### src/rtl/icache_ctrl_pkg.sv
// rtl/icache_ctrl_pkg.sv - shared geometry and FSM encodings for the instruction cache
package icache_ctrl_pkg;

  // Default geometry; the top exposes these as overridable parameters.
  localparam int ICACHE_DATA_WIDTH = 32;
  localparam int ICACHE_ID_WIDTH   = 4;
  localparam int ICACHE_NUM_LINES  = 16;
  localparam int ICACHE_LINE_WORDS = 4;

  // Address split: {tag, index, offset, 2'b00}
  localparam int ICACHE_OFFSET_W = $clog2(ICACHE_LINE_WORDS);
  localparam int ICACHE_INDEX_W  = $clog2(ICACHE_NUM_LINES);
  localparam int ICACHE_TAG_W    = ICACHE_DATA_WIDTH - ICACHE_INDEX_W - ICACHE_OFFSET_W - 2;

  // Controller states
  localparam logic [1:0] ST_IDLE = 2'd0;
  localparam logic [1:0] ST_FILL = 2'd1;
  localparam logic [1:0] ST_RESP = 2'd2;

endpackage

### src/rtl/icache_tag_array.sv
// rtl/icache_tag_array.sv - valid/tag storage with combinational lookup, flush and fill write
module icache_tag_array
  import icache_ctrl_pkg::*;
#(
  parameter int NUM_LINES = ICACHE_NUM_LINES,
  parameter int TAG_W     = ICACHE_TAG_W,
  parameter int INDEX_W   = $clog2(NUM_LINES)
) (
  input  logic               clk,
  input  logic               reset,
  input  logic [INDEX_W-1:0] lookup_index,
  input  logic [TAG_W-1:0]   lookup_tag,
  output logic               lookup_hit,
  input  logic               flush_clear,
  input  logic               fill_we,
  input  logic [INDEX_W-1:0] fill_index,
  input  logic [TAG_W-1:0]   fill_tag
);

  logic [NUM_LINES-1:0] valid_q;
  logic [TAG_W-1:0]     tag_q [NUM_LINES];

  assign lookup_hit = valid_q[lookup_index] && (tag_q[lookup_index] == lookup_tag);

  // Valid bits: cleared by reset or flush; a completed fill marks its line valid
  always_ff @(posedge clk or negedge reset) begin
    if (!reset) begin
      valid_q <= '0;
    end else if (flush_clear) begin
      valid_q <= '0;
    end else if (fill_we) begin
      valid_q[fill_index] <= 1'b1;
    end
  end

  // Tags carry no reset; they are only meaningful behind a set valid bit
  always_ff @(posedge clk) begin
    if (fill_we) begin
      tag_q[fill_index] <= fill_tag;
    end
  end

endmodule

### src/rtl/icache_ctrl.sv
// rtl/icache_ctrl.sv - direct-mapped blocking instruction cache controller
module icache_ctrl
  import icache_ctrl_pkg::*;
#(
  parameter int DATA_WIDTH = ICACHE_DATA_WIDTH,
  parameter int NUM_LINES  = ICACHE_NUM_LINES,
  parameter int LINE_WORDS = ICACHE_LINE_WORDS,
  parameter int ID_WIDTH   = ICACHE_ID_WIDTH
) (
  input  logic                  clk,
  input  logic                  reset,
  input  logic [DATA_WIDTH-1:0] core_addr_in,
  input  logic [DATA_WIDTH-1:0] core_data_in,
  input  logic                  core_rw_in,
  input  logic [ID_WIDTH-1:0]   core_id_in,
  input  logic                  core_valid_in,
  output logic [DATA_WIDTH-1:0] core_data_out,
  output logic [ID_WIDTH-1:0]   core_id_out,
  output logic                  core_ready_out,
  output logic                  core_stall_out,
  input  logic                  flush_in,
  output logic [DATA_WIDTH-1:0] mem_addr_out,
  output logic                  mem_valid_out,
  input  logic                  mem_ready_in,
  input  logic [DATA_WIDTH-1:0] mem_data_in
);

  localparam int OFFSET_W = $clog2(LINE_WORDS);
  localparam int INDEX_W  = $clog2(NUM_LINES);
  localparam int TAG_W    = DATA_WIDTH - INDEX_W - OFFSET_W - 2;
  localparam logic [OFFSET_W-1:0] LAST_WORD = OFFSET_W'(LINE_WORDS - 1);

  // Incoming address fields
  logic [OFFSET_W-1:0] in_offset;
  logic [INDEX_W-1:0]  in_index;
  logic [TAG_W-1:0]    in_tag;

  assign in_offset = core_addr_in[OFFSET_W+1:2];
  assign in_index  = core_addr_in[OFFSET_W+2 +: INDEX_W];
  assign in_tag    = core_addr_in[DATA_WIDTH-1 -: TAG_W];

  // Write data and the byte-lane bits have no function in a read-only cache
  logic unused_inputs;
  assign unused_inputs = ^{core_data_in, core_addr_in[1:0]};

  // Controller state and the latched request being serviced
  logic [1:0]          state_q;
  logic [TAG_W-1:0]    req_tag_q;
  logic [INDEX_W-1:0]  req_index_q;
  logic [OFFSET_W-1:0] req_offset_q;
  logic [ID_WIDTH-1:0] req_id_q;
  logic [OFFSET_W-1:0] word_cnt_q;
  logic                flush_pend_q;

  logic [DATA_WIDTH-1:0] data_q [NUM_LINES][LINE_WORDS];

  logic tag_hit;
  logic accept;
  logic hit;
  logic miss;
  logic mem_accept;
  logic fill_last;
  logic flush_clear;

  // A flush in the same cycle as a request forces that request down the miss path
  assign accept      = core_valid_in && !core_stall_out && !core_rw_in && (state_q == ST_IDLE);
  assign hit         = accept && tag_hit && !flush_in;
  assign miss        = accept && !(tag_hit && !flush_in);
  assign mem_accept  = (state_q == ST_FILL) && mem_valid_out && mem_ready_in;
  assign fill_last   = mem_accept && (word_cnt_q == LAST_WORD);
  // Flushes seen during a fill are deferred until the response has gone out
  assign flush_clear = ((state_q == ST_IDLE) && flush_in) ||
                       ((state_q == ST_RESP) && (flush_pend_q || flush_in));

  icache_tag_array #(
    .NUM_LINES (NUM_LINES),
    .TAG_W     (TAG_W),
    .INDEX_W   (INDEX_W)
  ) u_tag_array (
    .clk          (clk),
    .reset        (reset),
    .lookup_index (in_index),
    .lookup_tag   (in_tag),
    .lookup_hit   (tag_hit),
    .flush_clear  (flush_clear),
    .fill_we      (fill_last),
    .fill_index   (req_index_q),
    .fill_tag     (req_tag_q)
  );

  // Line data: each accepted fill beat lands in the word selected by the counter
  always_ff @(posedge clk) begin
    if (mem_accept) begin
      data_q[req_index_q][word_cnt_q] <= mem_data_in;
    end
  end

  // Request handling, line fill sequencing and the response pulse
  always_ff @(posedge clk or negedge reset) begin
    if (!reset) begin
      state_q        <= ST_IDLE;
      req_tag_q      <= '0;
      req_index_q    <= '0;
      req_offset_q   <= '0;
      req_id_q       <= '0;
      word_cnt_q     <= '0;
      flush_pend_q   <= 1'b0;
      core_data_out  <= '0;
      core_id_out    <= '0;
      core_ready_out <= 1'b0;
      core_stall_out <= 1'b0;
      mem_addr_out   <= '0;
      mem_valid_out  <= 1'b0;
    end else begin
      core_ready_out <= 1'b0;
      case (state_q)
        ST_IDLE: begin
          if (hit) begin
            core_ready_out <= 1'b1;
            core_data_out  <= data_q[in_index][in_offset];
            core_id_out    <= core_id_in;
          end else if (miss) begin
            state_q        <= ST_FILL;
            core_stall_out <= 1'b1;
            req_tag_q      <= in_tag;
            req_index_q    <= in_index;
            req_offset_q   <= in_offset;
            req_id_q       <= core_id_in;
            word_cnt_q     <= '0;
            mem_addr_out   <= {in_tag, in_index, {OFFSET_W{1'b0}}, 2'b00};
            mem_valid_out  <= 1'b1;
          end
        end
        ST_FILL: begin
          if (flush_in) begin
            flush_pend_q <= 1'b1;
          end
          if (mem_accept) begin
            mem_valid_out <= 1'b0;
            if (word_cnt_q == LAST_WORD) begin
              state_q <= ST_RESP;
            end else begin
              word_cnt_q <= word_cnt_q + OFFSET_W'(1);
            end
          end else if (!mem_valid_out) begin
            mem_valid_out <= 1'b1;
            mem_addr_out  <= {req_tag_q, req_index_q, word_cnt_q, 2'b00};
          end
        end
        ST_RESP: begin
          core_ready_out <= 1'b1;
          core_data_out  <= data_q[req_index_q][req_offset_q];
          core_id_out    <= req_id_q;
          core_stall_out <= 1'b0;
          flush_pend_q   <= 1'b0;
          state_q        <= ST_IDLE;
        end
        default: begin
          state_q        <= ST_IDLE;
          core_stall_out <= 1'b0;
          mem_valid_out  <= 1'b0;
        end
      endcase
    end
  end

endmodule

### config.mk
export PLATFORM = sky130hd
export DESIGN_NAME = icache_ctrl
export DESIGN_NICKNAME = d
export VERILOG_FILES = /design/src/rtl/icache_ctrl_pkg.sv /design/src/rtl/icache_tag_array.sv /design/src/rtl/icache_ctrl.sv
export SDC_FILE = /design/constraint.sdc
export NUM_CORES = 2
export LEC_CHECK = 0
export BUFFER_PORTS_ARGS = -buffer_cell sky130_fd_sc_hd__clkbuf_2
export CAP_MARGIN = 20
export CELL_PAD_IN_SITES_DETAIL_PLACEMENT = 1
export CELL_PAD_IN_SITES_GLOBAL_PLACEMENT = 2
export CORE_ASPECT_RATIO = 1.5
export CORE_MARGIN = 1.5
export CORE_UTILIZATION = 51
export CTS_CLUSTER_SIZE = 8
export DETAILED_ROUTE_END_ITERATION = 8
export HOLD_SLACK_MARGIN = 0.12
export PLACE_DENSITY_LB_ADDON = 0.1
export SLEW_MARGIN = 20
export SYNTH_ARGS = -nofsm -noshare
export SYNTH_HDL_FRONTEND = slang
export SYNTH_SLANG_ARGS = --single-unit
### constraint.sdc
create_clock -name clk -period 5.5 [get_ports clk]
set_clock_uncertainty 0.05 [all_clocks]
set_input_delay 0.825 -clock clk [delete_from_list [all_inputs] [get_ports clk]]
set_output_delay 0.825 -clock clk [all_outputs]
set_load 0.02 [all_outputs]
# Yosys cells after proc, flatten, opt, wreduce, memory -nomap -nowiden
# Memories as Yosys holds them, arrays and structs flattened.
# Cells that the tools add are included.
# Widths: inputs -> output; s select.
# totals
regBits	126
latch_bits	0
ramBits	2432
rom_bits	0
input_bits	106
word_cells	124
memories	2
# memory_table
memory	words	width	rd	rd_ports_with_merged_regs	write_ports	line_no	source
data_q	16	128	2	0	1	icache_ctrl.sv:55	logic [DATA_WIDTH-1:0] data_q [NUM_LINES][LINE_WORDS];
u_tag_array.tag_q	16	24	1	0	1	icache_tag_array.sv:21	logic [TAG_W-1:0] tag_q [NUM_LINES];
# classes
addsub	1
n_mul	0
div	0
magnitude_cmp	7
n_eq_ne	13
shifts	0
muxes	46
n_bitwise	7
n_reduce_logical	34
# ops
cell	count
$mux 32	10
$bmux 32 s2	2
$mux 128	1
$pmux 32 s2	2
$demux 32 s2	1
$mux 16	2
$eq 24x24->1	1
$mux 2	8
$ne 2x2->1 const B	8
$or 16x16->16	1
$logic_and 1x1->1	15
$lt 4x5->1 const B	2
$mux 1	10
$reduce_and 5->1	2
$ge 3x3->1 const B	3
$not 2->3	3
$reduce_and 3->1	3
$pmux 2 s2	2
$pmux 4 s2	1
$reduce_bool 2->1	4
$pmux 1 s2	3
$bmux 1 s4	1
$demux 1 s4	1
$eq 2x2->1 const B	2
other kinds (13)	20

# Longest topological paths before layout
# depth
depth_word	9
ltp_mapped	17

# Cells and area by module
# A second synthesis with hierarchy kept.
# hier_totals
hier_cells	6078
area_unflattened_um2	115155.4
# modules_own_cells
module	n_inst	cells_each	area_each_um2	seq_area_each_um2
icache_ctrl	1	5288	99106.3	64201.6
icache_tag_array	1	790	16049.1	11931.4

# Worst setup path before layout
# Ideal clock, no wire load.
# synth_path
kind	reg2reg
startpoint	register req_index_q[0]
endpoint	memory data_q[13][0] in the netlist's numbering (enable)
setup_time_ns	0.472
arrival_time_ns	4.403
slack_ns	0.575
path_stages_with_launch	9
path_buffers	4
cell_sequence	dfrtp_1 clkbuf_1 buf_1 clkbuf_1 buf_1 inv_1 nor2_1 nand3_1 nor2_1
# synth_lines
element	line_no	source
from (decl)	icache_ctrl.sv:49	logic [INDEX_W-1:0] req_index_q;
from (signal assigned)	icache_ctrl.sv:126	req_index_q <= in_index;
to (decl)	icache_ctrl.sv:55	
# Straight into the memory's write port.

# Worst setup path after layout
# layout_path
startpoint	input port core_addr_in[4]
endpoint	register req_tag_q[18]
# layout_between
elab_chain_cells	7
word_cells_on_any_way	12
# layout_lines
element	line_no	source
from (decl)	icache_ctrl.sv:12	input logic [DATA_WIDTH-1:0] core_addr_in,
$mem_v2 16x24 or $bmux 1 s4 (tied branches)	n/a	
$eq 24x24->1 or $mux 1 (tied branches)	icache_tag_array.sv:23	assign lookup_hit = valid_q[lookup_index] && (tag_q[lookup_index] == lookup_tag);
$logic_and 1x1->1 *	icache_tag_array.sv:23	
$logic_and 1x1->1 (on tied branches)	icache_ctrl.sv:68, icache_ctrl.sv:67	
$logic_not 1->1 or $logic_and 1x1->1 (tied branches)	icache_ctrl.sv:68, icache_ctrl.sv:67	
$logic_and 1x1->1 or $not 1->1 (tied branches)	n/a	
$reduce_and 3->1 (no source line) *	n/a	
to (signal assigned)	icache_ctrl.sv:125	req_tag_q <= in_tag;
to (decl)	icache_ctrl.sv:48	logic [TAG_W-1:0] req_tag_q;
# Every way passes the cells marked *; elsewhere a longest branch is shown, timed or not. The select of a mux whose other input is x is not followed.
# A chain may end at the register's enable or synchronous reset.

==> results.md <==
* Area contributors post-synth: edfxtp_1 (64%), mux4_2 (27%), dfrtp_1 (2.7%)
* Max incr delay on CP at 0.55 ns
* CP cell instances: buf_8, inv_2, buf_4, mux2i_1, xnor2_1, o22ai_1, or4_1, or4_1, nor4_2, nand2b_4, buf_12, buf_4, mux2i_1
* Final nets at 5669
* Max Fclk at 239.6 MHz
* Fin crit share at 75.89%
* Static leakage at 41.52 nW
* Post-synthesis sequential area ratio at 66.50%
* DP HPWL at 213800 microns
* Die Area at 227400 sq um
* Most numerous cell in the Yosys netlist: edfxtp_1
* Maximum VDD drop at 0.4645 mV
* Worst path arrival time at 4.90 ns
* Hold path depth at 3
* Crit path capture: req_tag_q[18]
* Crit path from: core_addr_in[4]
* Via density at 7.163
* Hold Path Origin: core_addr_in[10]
* Post-Place Cells at 8080
* Initial drt markers at 6868
* WS Path Type: in -> reg
* Final WL at 369600 microns
* Die H at 583.3 microns
* Slew headroom at 17.59%
* Core area at 222800 sq um
* RSZ-0062 raised after global routing: false
* Post-CTS setup buffer count at 0
* CTS Buf Count at 361
* Reg2Reg Launch Point: req_index_q[0]
* Final core utilization at 58.45%
* Via Count at 61920
* Drt drc at 0
* CTS Buffer Depth at 4
* Root Buffer: clkbuf_16
* Worst EP required at 6.23 ns
* Post-synth top cells: edfxtp_1 (2432), mux4_2 (1362), clkbuf_1 (214)
* Buffers on Ports at 140
* Remaining antenna violation count at 0
* Number of synthesized register bits at 2556
* Status: finished clean
* Die X at 389.9 microns
* Grt total ovfl at 0
* Ys flop type: edfxtp_1
* Clock sink count at 2556
* Top cell type's share of synthesized area at 63.79%
* GPL Wtd Cong at 0.8270
* FP Rows at 212
* Yosys warnings at 0
* Wire per inst at 42.75 microns
* Tmin final at 4.174 ns
* DR pass1 iterations at 5
* Syn Std Cell Area at 114500 sq um
* Design Area, Final at 130200 sq um
* Initial core utilization at 51.38%
* Worst-Skew Late Latency at 0.87 ns
* # setup viols final at 0
* Largest net degree at the start of global routing at 90
* Worst slew pin tran at 1.236 ns
* Post-synthesis area per instance at 21.88 sq um
* Power Density at 436.0 nW/um^2
* Reg2reg end: core_data_out[20]
* Post-route insts no fill at 8645
* First-pass GRT wire length at 519700 microns
* Share of cells above drive strength 1 at 38.56%
* Post-synth top area cell: edfxtp_1
* Max-cap violations at 0
* I/O pin cnt at 177
* Number of enable flip-flop cells after synthesis at 2432
* Overall Global Routing Usage at 33.08%
* Crit-path slowest cell: or4_1
* Reg2Reg Depth at 6
* Hold_ws at 0.1927 ns
* Reg-to-reg slack, setup at 1.42 ns
* CTS tree: done
* Clock transition at path regs at 0.05 ns
* Crit. End Element: flip-flop
* Initial antenna violation count at 29
* Startpoint Class: input pin
* Worst-path fanout max at 46
* Cell Area, Placed at 120100 sq um
* Filler cells at 18340
* Class of the most critical hold timing path: in -> reg
* Hold Fails Final Rpt at 0
* TNS Setup at 0 ns
* Area growth from synthesis to layout at 13.75%
* Post-Syn Instances at 5233
* Ys async rst share at 4.851%
* H-tree depth at 5
* Max Slew Vio Count at 0
* Distinct cells, synth at 57
* Vias in the first global route at 66810
-- kinds of logic after synthesis --
| kind of cell | share of synthesized area, % |
|---|---|
| mux | 28.18 |
| fa+ha+maj | 0.04372 |
| buf+inv | 1.741 |
| simple gates | 1.489 |
| xor+xnor | 0.2907 |
| other cells | 0.003276 |
| flops | 66.50 |
| compound gates | 1.752 |
-- per-layer routing --
metal  track usage (%)  share of wire [%]  vias to the layer above
met4             13.85                4.8                        6
met5                 0              0.011                        -
li1                  -                  -                    23620
met2             55.65                 51                     3083
met3             5.879                7.9                      759
met1             42.77                 36                    34460
-- critical path: cells and delay by family --
kind / cells / cell delay, ns
AO/OA/AOI/OAI: 1 / 0.14
AND/OR/NAND/NOR: 4 / 1.87
XOR/XNOR: 1 / 0.15
buffers and inverters: 5 / 1.44
multiplexers: 2 / 0.40
-- per-stage QoR --
| step | total power [mW] | setup WS [ns] |
|---|---|---|
| 2_1_floorplan | 32.27 | 0.5754 |
| 3_3_place_gp | 36.76 | 0.4597 |
| 3_5_place_dp | 36.97 | 0.4296 |
| 4_1_cts | 57.17 | 1.337 |
| 5_1_grt | 58.39 | 1.163 |
| 6_report | 56.78 | 1.326 |
-- worst min-delay path by stage --
stage / end
after floorplan: core_id_out[0]
after global placement: core_id_out[1]
after detailed placement: core_id_out[3]
after CTS: req_tag_q[2]
after global routing: req_tag_q[5]
final: req_tag_q[2]
-- state kept, by name (all words and copies together) (netlist names), 4 cells and up --
register and count:
core_data_out 32, core_id_out 4, data_q 2048, mem_addr_out 30, req_id_q 4, req_index_q 4
req_tag_q 24, u_tag_array.tag_q 384, u_tag_array.valid_q 16
-- what timing repair did --
| item | CTS | global route |
|---|---|---|
| resized for setup | 0 | 0 |
| hold buffers | 5 | 0 |
| endpoints found under the setup margin | 0 | 0 |
| endpoints found under the hold margin | 65 | 0 |
-- final cells by class --
class / count / area, sq um / area share [%]
Clock inverter: 18 / 264.0 / 0.2027
Inverter: 57 / 229.0 / 0.1758
Multi-Input combinational cell: 2216 / 36900 / 28.34
Timing Repair Buffer: 367 / 3274 / 2.514
Sequential cell: 2556 / 76150 / 58.48
Antenna cell: 24 / 60.06 / 0.04612
Tap cell: 2889 / 3615 / 2.776
Clock buffer: 518 / 9729 / 7.471
-- report_power, final --
| group | leakage, nW | internal, mW | switching, mW |
|---|---|---|---|
| registers | 23.3 | 22.4 | 1.28 |
| logic | 13.4 | 6.25 | 6.61 |
| clock network | 4.81 | 12.1 | 8.18 |
| total | 41.5 | 40.7 | 16.1 |
-- cells in the final DEF (no fill, tap or decap), types with 28 or more instances in the layout --
| cell | n |
|---|---|
| clkbuf_2 | 104 |
| mux2i_1 | 135 |
| nand3_1 | 39 |
| edfxtp_1 | 2432 |
| nor3_1 | 29 |
| nand2_1 | 101 |
| buf_4 | 161 |
| a211o_1 | 28 |
| a221oi_1 | 49 |
| o21ai_0 | 73 |
| mux4_2 | 1362 |
| clkbuf_16 | 366 |
| dfrtp_1 | 118 |
| buf_12 | 64 |
| clkbuf_1 | 152 |
| inv_1 | 52 |
| nor2_1 | 59 |
| xnor2_1 | 35 |
| nor2_4 | 67 |
(Power assumes the default switching activity.)
